**src/rtl/mem_pkg.sv**
```systemverilog
// Shared encodings for the load/store unit: access sizes and FSM states.
package mem_pkg;

  localparam logic [1:0] SZ_BYTE = 2'b00;
  localparam logic [1:0] SZ_HALF = 2'b01;
  localparam logic [1:0] SZ_WORD = 2'b10;

  typedef enum logic [1:0] {
    IDLE   = 2'b00,
    ACCESS = 2'b01,
    WRITE  = 2'b10,
    DONE   = 2'b11
  } lsu_state_e;

endpackage

```
**src/rtl/lsu_align.sv**
```systemverilog
// Lane steering for the LSU: extracts/extends load data and merges sub-word
// store data into the word read from RAM.
module lsu_align
  import mem_pkg::*;
#(
  parameter int BIG_ENDIAN = 0
) (
  input  logic [31:0] word,
  input  logic [1:0]  lane,
  input  logic [1:0]  size,
  input  logic        uns,
  input  logic [15:0] wdata,
  output logic [31:0] load_val,
  output logic [31:0] merge_word
);

  logic [1:0]  bl;
  logic        hl;
  logic [7:0]  b;
  logic [15:0] h;

  always_comb begin
    // big-endian simply mirrors the lane index within the word
    bl         = (BIG_ENDIAN != 0) ? ~lane : lane;
    hl         = (BIG_ENDIAN != 0) ? ~lane[1] : lane[1];
    b          = word[8*bl +: 8];
    h          = word[16*hl +: 16];
    load_val   = word;
    merge_word = word;
    case (size)
      SZ_BYTE: begin
        load_val               = {{24{~uns & b[7]}}, b};
        merge_word[8*bl +: 8]  = wdata[7:0];
      end
      SZ_HALF: begin
        load_val               = {{16{~uns & h[15]}}, h};
        merge_word[16*hl +: 16] = wdata;
      end
      default: ;
    endcase
  end

endmodule

```
**src/rtl/mem_lsu.sv**
```systemverilog
// Load/store initiator: turns byte/half/word requests into word RAM accesses,
// using read-modify-write for sub-word stores.
//
//  state  | meaning
//  IDLE   | ready, accepts a request and runs the alignment check
//  ACCESS | RAM addressed; load captured, SW written, or SB/SH merge built
//  WRITE  | merged word written back for SB/SH
//  DONE   | one-cycle done pulse, err if the request was rejected
module mem_lsu
  import mem_pkg::*;
#(
  parameter int ADDR_W     = 32,
  parameter int BIG_ENDIAN = 0
) (
  input  logic              clk,
  input  logic              rst_n,
  input  logic              req,
  input  logic              wr,
  input  logic [1:0]        size,
  input  logic              uns,
  input  logic [ADDR_W-1:0] addr,
  input  logic [31:0]       wdata,
  output logic              ready,
  output logic              done,
  output logic              err,
  output logic [31:0]       rdata,
  output logic              ram_we,
  output logic [31:0]       ram_addr,
  output logic [31:0]       ram_din,
  input  logic [31:0]       ram_dout
);

  lsu_state_e        state, state_nx;
  logic              wr_q, uns_q, err_q;
  logic [1:0]        size_q;
  logic [ADDR_W-1:0] addr_q;
  logic [31:0]       wdata_q, merge_q;
  logic [31:0]       load_val, merge_word;
  logic              bad_req, sub_store;

  assign bad_req = (size == 2'b11) ||
                   (size == SZ_HALF && addr[0]) ||
                   (size == SZ_WORD && addr[1:0] != 2'b00);
  assign sub_store = wr_q && (size_q != SZ_WORD);

  lsu_align #(.BIG_ENDIAN(BIG_ENDIAN)) u_align (
    .word       (ram_dout),
    .lane       (addr_q[1:0]),
    .size       (size_q),
    .uns        (uns_q),
    .wdata      (wdata_q[15:0]),
    .load_val   (load_val),
    .merge_word (merge_word)
  );

  always_ff @(posedge clk or negedge rst_n) begin
    if (!rst_n) begin
      state   <= IDLE;
      wr_q    <= 1'b0;
      uns_q   <= 1'b0;
      err_q   <= 1'b0;
      size_q  <= 2'b00;
      addr_q  <= '0;
      wdata_q <= 32'h0;
      merge_q <= 32'h0;
      rdata   <= 32'h0;
    end else begin
      state <= state_nx;
      if (state == IDLE && req) begin
        wr_q    <= wr;
        uns_q   <= uns;
        size_q  <= size;
        addr_q  <= addr;
        wdata_q <= wdata;
        err_q   <= bad_req;
      end
      if (state == ACCESS) begin
        merge_q <= merge_word;
        if (!wr_q) rdata <= load_val;
      end
    end
  end

  always_comb begin
    state_nx = state;
    ram_din  = 32'h0;
    ram_we   = 1'b0;
    case (state)
      IDLE: begin
        if (req) state_nx = bad_req ? DONE : ACCESS;
      end
      ACCESS: begin
        state_nx = sub_store ? WRITE : DONE;
        if (wr_q && !sub_store) begin
          ram_we  = 1'b1;
          ram_din = wdata_q;
        end
      end
      WRITE: begin
        state_nx = DONE;
        ram_we   = 1'b1;
        ram_din  = merge_q;
      end
      DONE: state_nx = IDLE;
      default: state_nx = IDLE;
    endcase
  end

  assign ready    = (state == IDLE);
  assign done     = (state == DONE);
  assign err      = (state == DONE) && err_q;
  assign ram_addr = 32'(addr_q[ADDR_W-1:2]);

endmodule
```
**config.mk**
```make
export PLATFORM = sky130hd
export DESIGN_NAME = mem_lsu
export DESIGN_NICKNAME = d
export VERILOG_FILES = /design/src/rtl/mem_pkg.sv /design/src/rtl/lsu_align.sv /design/src/rtl/mem_lsu.sv
export SDC_FILE = /design/constraint.sdc
export NUM_CORES = 1
export LEC_CHECK = 0
export BUFFER_PORTS_ARGS = -buffer_cell sky130_fd_sc_hd__buf_2
export CAP_MARGIN = 25
export CORE_ASPECT_RATIO = 1.1
export CORE_MARGIN = 2
export CORE_UTILIZATION = 55
export CTS_BUF_LIST = sky130_fd_sc_hd__clkbuf_8
export CTS_CLUSTER_SIZE = 10
export DETAILED_ROUTE_END_ITERATION = 16
export PLACE_DENSITY = 0.81
export SETUP_SLACK_MARGIN = 0.3
export SYNTH_ARGS = -nofsm -noshare
export SYNTH_HDL_FRONTEND = slang
export SYNTH_SLANG_ARGS = --single-unit
```
**constraint.sdc**
```tcl
create_clock -name clk -period 2.8 [get_ports clk]
set_clock_uncertainty 0.1 [all_clocks]
set_input_delay 0.42 -clock clk [delete_from_list [all_inputs] [get_ports clk]]
set_output_delay 0.42 -clock clk [all_outputs]
set_load 0.02 [all_outputs]
```
==> impl_metrics.tcl, run 1 <==
set metrics [dict create \
    status "completed" \
    dieHeight_um 126 \
    drt_wl_total_um 21000 \
    holdWs_ps 99.7 \
    drcViolationCount 0 \
    vias_per_cell 5.94 \
    pre_cts_slack_ps 364 \
    drive_above_1_share_pct 41.2 \
    hold_depth 2 \
    cts_buffers 17 \
    htreeDepth 4 \
    grt_pass1_vias 6103 \
    p_seq_share_pct 31.8 \
    synth.most_common_cell "dfrtp_1" \
    r2r-end "rdata[9]$_DFFE_PN0P_" \
    fin_crit_sh_pct 91.5 \
    grt-ovfl-total 0 \
    gp_routability_congestion 0.907 \
    comb_power_share_pct 53.5 \
    p_total_w 0.0120 \
    setup_ws_ps 238 \
    rsz0062_at_grt "true" \
    io_pins 203 \
    tightest_slew_ps 759 \
    synthTopCellsByArea "dfrtp_1, mux2_2, a22oi_1" \
    max-slew-margin-rel_pct 49.4 \
    cts_tree "yes" \
    cpMaxStageDelayCell "dfrtp_1" \
    rows 44 \
    first_pass_iters 5 \
    syn_to_final_growth_pct 23.1 \
    reg2reg_depth 8 \
    clock_sinks 135 \
    hold_viol 0 \
    antenna_cells 0 \
    peakVddDrop_mv 0.746 \
    final_max_slew_viol_count 0 \
    r2r-start "state[1]$_DFFE_PN0P_" \
    critPathKind "reg -> out" \
    coreArea_sq_um 13200 \
    synth_largest_area_cell "dfrtp_1" \
    dpl.hpwl_um 14300 \
    ys.flop_type "dfrtp_1" \
    netlist_area_sq_um 7390 \
    clk_pin_slew_ps 90 \
    cellPowerDensity_nw_per_um2 1310 \
    io_buffer_count 200 \
    clockPowerShare_pct 14.6 \
    clock.fmax_mhz 390 \
    path_cells "inv_2 > ha_4 > nand3b_1 > nor2_4 > buf_12 > clkbuf_16 > a22oi_2 > nor2b_1 > buf_4" \
    grt_usage_pct 29.2 \
    yosysTopAreaCellShare_pct 45.7 \
    drt_iter0_drc 599 \
    cell_internal_pwr_w 0.00661 \
    cap_violations 0 \
    dieArea_sq_um 14400 \
    critical_path.max_fanout 8 \
    fin_cells 1084 \
    min_path_type "in -> reg" \
    cp.required_ps 2280 \
    yosysSeqAreaShare_pct 45.7 \
    p_leak_nw 4.15 \
    min_from "addr[17]" \
    wl_per_cell_um 19.3 \
    synth-edff-count 0 \
    die_w_um 115 \
    netlist_instances 744 \
    synth_commonest_cells "dfrtp_1, nand2_1, mux2_2" \
    cpPeakStageDelay_ps 410 \
    post-place-cells 1040 \
    switching_power_w 0.00535 \
    start_kind "flip-flop" \
    switching_share_pct 44.7 \
    arrival_ps 2040 \
    ctsRootBufferMaster "clkbuf_8" \
    clk_latency_ps 450 \
    synth.avg_cell_area_sq_um 9.94 \
    fin_nets 1022 \
    period_minus_slack_ps 2560 \
    antenna_left 0 \
    hold-path-endpoint "addr_q[17]$_DFFE_PN0P_" \
    cp-end-kind "primary output" \
    via_count 6440 \
    async_flop_share_pct 100 \
    synth_cell_types 55 \
    r2r_slack_ps 490 \
    cts_buffer_depth 2 \
    antenna_found_initial 0 \
    grt_pass1_wl_um 32700 \
    grt_max_degree 71 \
    yosys_warnings 0 \
    setup_viol 0 \
    ys_seq_elements 135 \
    setup_tns_ps 0 \
    start_util_pct 56.2 \
]
-- routing by layer --
metal	up-vias	GRT usage [%]	wire length [um]
met2	352	44.0	9950
met3	35	7.51	2160
met1	3074	41.4	8440
met5	-	0	0
met4	0	9.47	420
li1	2979	-	-
-- repair_timing --
action	4_1_cts	5_1_grt
buffers inserted	5	3
resized for setup	25	34
hold buffers	1	0
endpoints found under the setup margin	33	37
hold endpoints to repair	63	0
gates cloned	1	2
pin swaps	1	3
-- area by class of cell --
cell class                 instances  area, sq um
clock buffer                      17          234
clock inverter                    15          190
fill                            1000         4060
inverter                          14         52.6
multi-input combinational        510         3580
sequential                       135         3380
tap                              161          201
timing repair buffer             232         1470
-- through the flow --
step	instance area, sq um	utilization [%]
global route	9100	69.2
detailed placement	8320	63.2
floorplan	7400	-
CTS	8900	67.7
global placement	8320	63.2
finish	9100	69.2
-- registers in the layout, summed over array words and instances, names as in the netlist --
signal,cells
addr_q,32
err_q,1
merge_q,32
rdata,32
size_q,2
state,2
uns_q,1
wdata_q,32
wr_q,1
-- layout by cell type, fill, tap and decap left out, drive strengths merged, types with 2 or more instances in the layout --
master / Yosys / final
a211oi: 17 / 17
a21oi: 25 / 25
a22o: 9 / 9
a22oi: 55 / 55
a31oi: 39 / 39
a41oi: 3 / 3
and3: 8 / 8
buf: 52 / 229
bufinv: 0 / 3
clkbuf: 34 / 19
clkinv: 0 / 2
clkinvlp: 0 / 3
conb: 1 / 2
dfrtp: 135 / 135
ha: 9 / 9
inv: 14 / 21
mux2: 68 / 68
mux2i: 10 / 10
nand2: 82 / 82
nand2b: 6 / 6
nand3: 8 / 8
nor2: 63 / 63
nor2b: 36 / 36
nor3: 9 / 9
nor3b: 4 / 4
o211ai: 2 / 2
o21ai: 24 / 24
o21bai: 2 / 2
o221a: 7 / 7
o31ai: 3 / 3
o32ai: 3 / 3
-- worst max path at each step --
| stage | to | startpoint | depth (start not counted) | slack, ps |
|---|---|---|---|---|
| 2_1_floorplan | merge_q[26]$_DFFE_PN0P_ | addr_q[1]$_DFFE_PN0P_ | 8 | 470 |
| 3_3_place_gp | rdata[14]$_DFFE_PN0P_ | state[1]$_DFFE_PN0P_ | 7 | 440 |
| 3_5_place_dp | rdata[9]$_DFFE_PN0P_ | state[1]$_DFFE_PN0P_ | 7 | 360 |
| 4_1_cts | ram_din[1] | state[1]$_DFFE_PN0P_ | 9 | 270 |
| 5_1_grt | ram_din[22] | state[1]$_DFFE_PN0P_ | 9 | 140 |
| 6_report | ram_din[1] | state[1]$_DFFE_PN0P_ | 9 | 240 |
-- power groups by stage --
stage | clock network [W] | logic (W) | registers [W]
6_report | 0.00175 | 0.00640 | 0.00381
5_1_grt | 0.00187 | 0.00698 | 0.00391
4_1_cts | 0.00178 | 0.00610 | 0.00374
3_5_place_dp | 0 | 0.00593 | 0.00378
3_3_place_gp | 0 | 0.00580 | 0.00376
2_1_floorplan | 0 | 0.00447 | 0.00378
-- cell families after synthesis --
logic type	count (synthesis)	share of synthesized area, %
and+or+nand+nor	227	14.8
adders and majority gates	9	1.52
DFF	135	45.7
muxes	78	11.7
AOI/OAI and AO/OA	194	18.9
buffers and inverters	100	7.33
other	1	0.0507
-- worst max-delay path, delay by kind of cell (launching register included) --
family / cells / cell delay, ps
simple gates: 3 / 450
compound gates: 1 / 60
flops: 1 / 410
buf+inv: 4 / 530
fa+ha+maj: 1 / 130
No activity file was read; power rests on OpenSTA's default activity.
==> run 2, diff against run 1 <==
--- a/config.mk
+++ b/config.mk
@@ -8,7 +8,7 @@
 export BUFFER_PORTS_ARGS = -buffer_cell sky130_fd_sc_hd__buf_2
 export CAP_MARGIN = 25
 export CORE_ASPECT_RATIO = 1.1
-export CORE_MARGIN = 2
+export CORE_MARGIN = 1
 export CORE_UTILIZATION = 55
 export CTS_BUF_LIST = sky130_fd_sc_hd__clkbuf_8
 export CTS_CLUSTER_SIZE = 10
==> impl_metrics.tcl, run 2 (synthesis gave the netlist of run 1 again) <==
set metrics [dict create \
    cts_tree "yes" \
    fin_nets 1028 \
    critPathKind "reg -> out" \
    io_buffer_count 200 \
    peakVddDrop_mv 0.628 \
    dpl.hpwl_um 14400 \
    postLayoutCoreUtil_pct 69.1 \
    setup_tns_ps 0 \
    antenna_found_initial 0 \
    max-slew-margin-rel_pct 49.4 \
    antenna_cells 0 \
    status "completed" \
    critical_path.max_fanout 4 \
    arrival_ps 2080 \
    r2r-end "merge_q[27]$_DFFE_PN0P_" \
    hold-path-endpoint "addr_q[22]$_DFFE_PN0P_" \
    cp-end-kind "primary output" \
    fin_crit_sh_pct 92.7 \
    htreeDepth 4 \
    fillers 1010 \
    clk_latency_ps 450 \
    drcViolationCount 0 \
    drive_above_1_share_pct 40.4 \
    dieHeight_um 124 \
    drt_iter0_drc 614 \
    io_pins 203 \
    r2r_slack_ps 640 \
    dieArea_sq_um 13900 \
    p_leak_nw 4.17 \
    final_common_cell "buf_2" \
    syn_to_final_growth_pct 22.9 \
    start_kind "flip-flop" \
    cp.required_ps 2280 \
    start_util_pct 56.2 \
    vias_per_cell 6.00 \
    hold_depth 2 \
    grt_pass1_wl_um 32400 \
    wl_per_cell_um 19.4 \
    cellPowerDensity_nw_per_um2 1300 \
    cts_buffers 17 \
    min_path_type "in -> reg" \
    grt-ovfl-total 0 \
    clk_pin_slew_ps 80 \
    cts_buffer_depth 2 \
    ctsRootBufferMaster "clkbuf_8" \
    antenna_left 0 \
    die_w_um 113 \
    grt_pass1_vias 6128 \
    min_from "addr[22]" \
    via_count 6535 \
    period_minus_slack_ps 2600 \
    gp_routability_congestion 0.877 \
    first_pass_iters 5 \
    final_max_slew_viol_count 0 \
    p_total_w 0.0118 \
    setup_viol 0 \
    rows 44 \
    clock.fmax_mhz 385 \
    grt_max_degree 70 \
    tightest_slew_ps 758 \
    grt_usage_pct 30.5 \
    coreArea_sq_um 13200 \
    clock_sinks 135 \
    cap_violations 0 \
    layout_common_cells "buf_2, dfrtp_1, nand2_1, mux2_2, nor2_1" \
    reg2reg_depth 6 \
    r2r-start "addr_q[1]$_DFFE_PN0P_" \
    hold_viol 0 \
    rsz0062_at_grt "true" \
    drt_wl_total_um 21100 \
]
-- run 2: cell types whose count changed in the layout (fill, tap and decap cells not counted), sizes merged --
cell      delta
inv          -4
clkinvlp     +2
clkbuf       +3
buf          +6
bufinv       -1
-- run 2: routing by layer --
layer / part of all wire [%] / routed length, um / GRT usage, %
met5: 0 / 0 / 0
met1: 40 / 8410 / 40.8
met4: 3.3 / 698 / 13.4
met3: 9.3 / 1960 / 6.81
met2: 48 / 10000 / 48.1
-- run 2: what timing repair did --
item                       in CTS  in global routing
buffers inserted                6                  4
pin swaps                       1                  3
gates cloned                    2                  2
hold buffers                    1                  0
setup endpoints to repair      33                 33
hold endpoints to repair       35                  0
gates resized for setup        41                 14
-- run 2: metrics by stage --
stage | instances | cell area [sq um] | setup slack, ps | hold WS (ps)
5_1_grt | 1090 | 9090 | 122 | 81.5
4_1_cts | 1084 | 8960 | 234 | 87.5
6_report | 1090 | 9090 | 204 | 105
3_3_place_gp | 1043 | 8330 | 611 | 256
3_5_place_dp | 1043 | 8330 | 530 | 254
2_1_floorplan | 745 | 7400 | 467 | 24.4
-- run 2: cell type report --
| type | count | area, sq um | area share [%] |
|---|---|---|---|
| clock buffer | 20 | 275 | 3.03 |
| multi-input combinational | 510 | 3540 | 38.9 |
| tap | 161 | 201 | 2.22 |
| timing repair buffer | 238 | 1510 | 16.6 |
| sequential | 135 | 3380 | 37.2 |
| inverter | 14 | 52.6 | 0.578 |
| clock inverter | 12 | 128 | 1.40 |
-- run 2: worst max path at each step --
stage | from | end | slack, ps | cells after the start
6_report | state[1]$_DFFE_PN0P_ | ram_din[31] | 200 | 9
5_1_grt | state[1]$_DFFE_PN0P_ | ram_din[31] | 120 | 9
4_1_cts | state[1]$_DFFE_PN0P_ | ram_din[26] | 230 | 9
3_5_place_dp | state[1]$_DFFE_PN0P_ | ram_din[28] | 530 | 8
3_3_place_gp | state[1]$_DFFE_PN0P_ | ram_din[30] | 610 | 8
2_1_floorplan | addr_q[1]$_DFFE_PN0P_ | merge_q[26]$_DFFE_PN0P_ | 470 | 8
-- run 2: where the power goes --
part / switching [W] / internal, W / total (W)
sequential: 0.000838 / 0.00298 / 0.00382
combinational: 0.00365 / 0.00269 / 0.00634
clock: 0.000770 / 0.000857 / 0.00163
total: 0.00526 / 0.00653 / 0.0118
-- run 2: worst max-delay path: stages (launching register included) --
cell	delay, ps
dfrtp_1	400
inv_2	90
ha_4	130
nand3b_1	140
nor2_4	200
buf_4	160
clkbuf_16	140
a22oi_1	60
nor2b_1	150
buf_4	160
==> run 3, diff against run 2 <==
--- a/config.mk
+++ b/config.mk
@@ -7,9 +7,11 @@
 export LEC_CHECK = 0
 export BUFFER_PORTS_ARGS = -buffer_cell sky130_fd_sc_hd__buf_2
 export CAP_MARGIN = 25
+export CELL_PAD_IN_SITES_DETAIL_PLACEMENT = 2
+export CELL_PAD_IN_SITES_GLOBAL_PLACEMENT = 2
 export CORE_ASPECT_RATIO = 1.1
 export CORE_MARGIN = 1
-export CORE_UTILIZATION = 55
+export CORE_UTILIZATION = 35
 export CTS_BUF_LIST = sky130_fd_sc_hd__clkbuf_8
 export CTS_CLUSTER_SIZE = 10
 export DETAILED_ROUTE_END_ITERATION = 16
@@ -17,4 +19,5 @@
 export SETUP_SLACK_MARGIN = 0.3
 export SYNTH_ARGS = -nofsm -noshare
 export SYNTH_HDL_FRONTEND = slang
+export SYNTH_HIERARCHICAL = 1
 export SYNTH_SLANG_ARGS = --single-unit
==> impl_metrics.tcl, run 3 <==
set metrics [dict create \
    status "completed" \
    clock_sinks 135 \
    wl_per_cell_um 23.9 \
    critPathKind "reg -> out" \
    vias_per_cell 5.56 \
    use_met1_pct 30.1 \
    tightest_slew_ps 823 \
    setup_tns_ps 0 \
    die_w_um 141 \
    ys.flop_type "dfrtp_1" \
    ctsRootBufferMaster "clkbuf_8" \
    setup_viol 0 \
    synthTopCellsByArea "dfrtp_1, mux2_2, a22o_1" \
    coreArea_sq_um 20700 \
    grt_usage_pct 25.6 \
    synth_largest_area_cell "dfrtp_1" \
    fin_nets 948 \
    grt_pass1_wl_um 41800 \
    cellPowerDensity_nw_per_um2 1320 \
    period_minus_slack_ps 2540 \
    drive_above_1_share_pct 49.9 \
    io_pins 203 \
    grt_pass1_vias 7083 \
    p_leak_nw 4.44 \
    dieArea_sq_um 21900 \
    max-slew-margin-rel_pct 45.2 \
    netlist_area_sq_um 7450 \
    yosysSeqAreaShare_pct 45.3 \
    final_common_cell "buf_2" \
    grt_max_degree 81 \
    cp-end-kind "primary output" \
    clk_pin_slew_ps 90 \
    io_buffer_count 200 \
    hold_viol 0 \
    fin_cells 1133 \
    first_pass_iters 5 \
    synth_commonest_cells "dfrtp_1, mux2_2, nand2_1" \
    cts_tree "yes" \
    r2r_slack_ps 390 \
    fillers 2185 \
    layout_common_cells "buf_2, dfrtp_1, mux2_2, nand2_1, a22o_1" \
    cp.required_ps 2280 \
    async_flop_share_pct 100 \
    start_util_pct 36.0 \
    antenna_left 0 \
    grt_use_met3_pct 7.69 \
    dpl.hpwl_um 19000 \
    peakVddDrop_mv 0.534 \
    synth-edff-count 0 \
    start_kind "flip-flop" \
    final_max_slew_viol_count 0 \
    rows 55 \
    cts_buffer_depth 2 \
    antenna_cells 0 \
    via_count 6298 \
    synth_cell_types 49 \
    yosys_warnings 6 \
    ys_seq_elements 135 \
    dieHeight_um 155 \
    htreeDepth 4 \
    cap_violations 0 \
    p_total_w 0.0123 \
    yosysTopAreaCellShare_pct 45.3 \
    fin_crit_sh_pct 90.8 \
    antenna_found_initial 1 \
    netlist_instances 658 \
    post-place-cells 1086 \
    critical_path.max_fanout 11 \
    syn_to_final_growth_pct 26.0 \
    grt_use_met2_pct 43.3 \
    synth.avg_cell_area_sq_um 11.3 \
    clock.fmax_mhz 393 \
    arrival_ps 2020 \
    busiest_layer "met2" \
    synth.most_common_cell "dfrtp_1" \
    rsz0062_at_grt "true" \
    drt_iter0_drc 371 \
    cts_buffers 17 \
    gp_routability_congestion 0.928 \
    min_path_type "in -> reg" \
    drt_wl_total_um 27000 \
    clk_latency_ps 460 \
    grt-ovfl-total 0 \
    drcViolationCount 0 \
]
run 3: changes by cell type after synthesis, moves of 29 or more:
cell     before  now
mux2_2       68  129
nor2_1       62   17
nand2_1      82   50
a22oi_1      55    9
a31oi_1      39    0
a22o_1        9   38
run 3: logic make-up (layout without fill, tap and decap cells):
kind of cell | after synthesis | after routing | share of synthesized area, %
multiplexers | 141 | 141 | 21.4
AND/OR/NAND/NOR | 122 | 125 | 8.57
other | 1 | 2 | 0.0503
buffers and inverters | 106 | 292 | 8.25
adder cells (fa/ha/maj) | 9 | 9 | 1.51
AO/OA/AOI/OAI | 144 | 144 | 14.9
flip-flops | 135 | 135 | 45.3
run 3: cell type report:
class | count | area [sq um] | share of cell area [%]
clock inverters | 12 | 199 | 2.12
clock buffers | 19 | 262 | 2.79
multi-input cells | 421 | 3550 | 37.8
repair buffers | 233 | 1540 | 16.4
well taps | 285 | 357 | 3.80
flip-flops and latches | 135 | 3380 | 36.0
inverters | 28 | 105 | 1.12
run 3: per-layer routing:
| metal | wire (um) | share of wire (%) | up-vias |
|---|---|---|---|
| li1 | - | - | 2733 |
| met1 | 10600 | 39 | 3222 |
| met2 | 13300 | 49 | 294 |
| met3 | 2180 | 8.0 | 49 |
| met4 | 904 | 3.3 | 0 |
| met5 | 0 | 0 | - |
run 3: path summary, 6_finish.rpt:
kind | startpoint | depth (start not counted) | to
worst max-delay path | state[1]$_DFFE_PN0P_ | 7 | ram_din[24]
worst min-delay path | wdata[20] | 2 | wdata_q[20]$_DFFE_PN0P_
worst max register to register | addr_q[0]$_DFFE_PN0P_ | 8 | merge_q[26]$_DFFE_PN0P_
worst min register to register | err_q$_DFFE_PN0P_ | 2 | err_q$_DFFE_PN0P_
max in group asynchronous | rst_n | 3 | addr_q[27]$_DFFE_PN0P_
min in group asynchronous | rst_n | 2 | rdata[4]$_DFFE_PN0P_
run 3: critical path: stages, from the launching register on:
cell	delay, ps
dfrtp_1	380
inv_2	70
buf_6	120
ha_4	240
and2_4	200
buf_16	160
a22o_1	230
buf_4	160
run 3: report_power, final:
group,switching [W],internal (W),total [W]
sequential,0.000856,0.00293,0.00379
clock,0.000825,0.00111,0.00193
combinational,0.00362,0.00300,0.00662
total,0.00530,0.00704,0.0123
run 3: repair_timing:
action,CTS,global route
endpoints found under the setup margin,35,62
resized for setup,63,16
endpoints found under the hold margin,78,0
pin swaps,20,7
hold buffers,1,0
setup buffers,10,0
cloned,5,0
run 3: through the flow:
step	util [%]	hold WS [ps]	area (sq um)	setup slack [ps]
detailed placement	41.0	368	8500	262
global route	45.3	60.1	9380	176
CTS	45.0	54.1	9330	204
floorplan	-	24.4	7450	348
global placement	41.0	354	8500	444
finish	45.3	82.9	9380	257
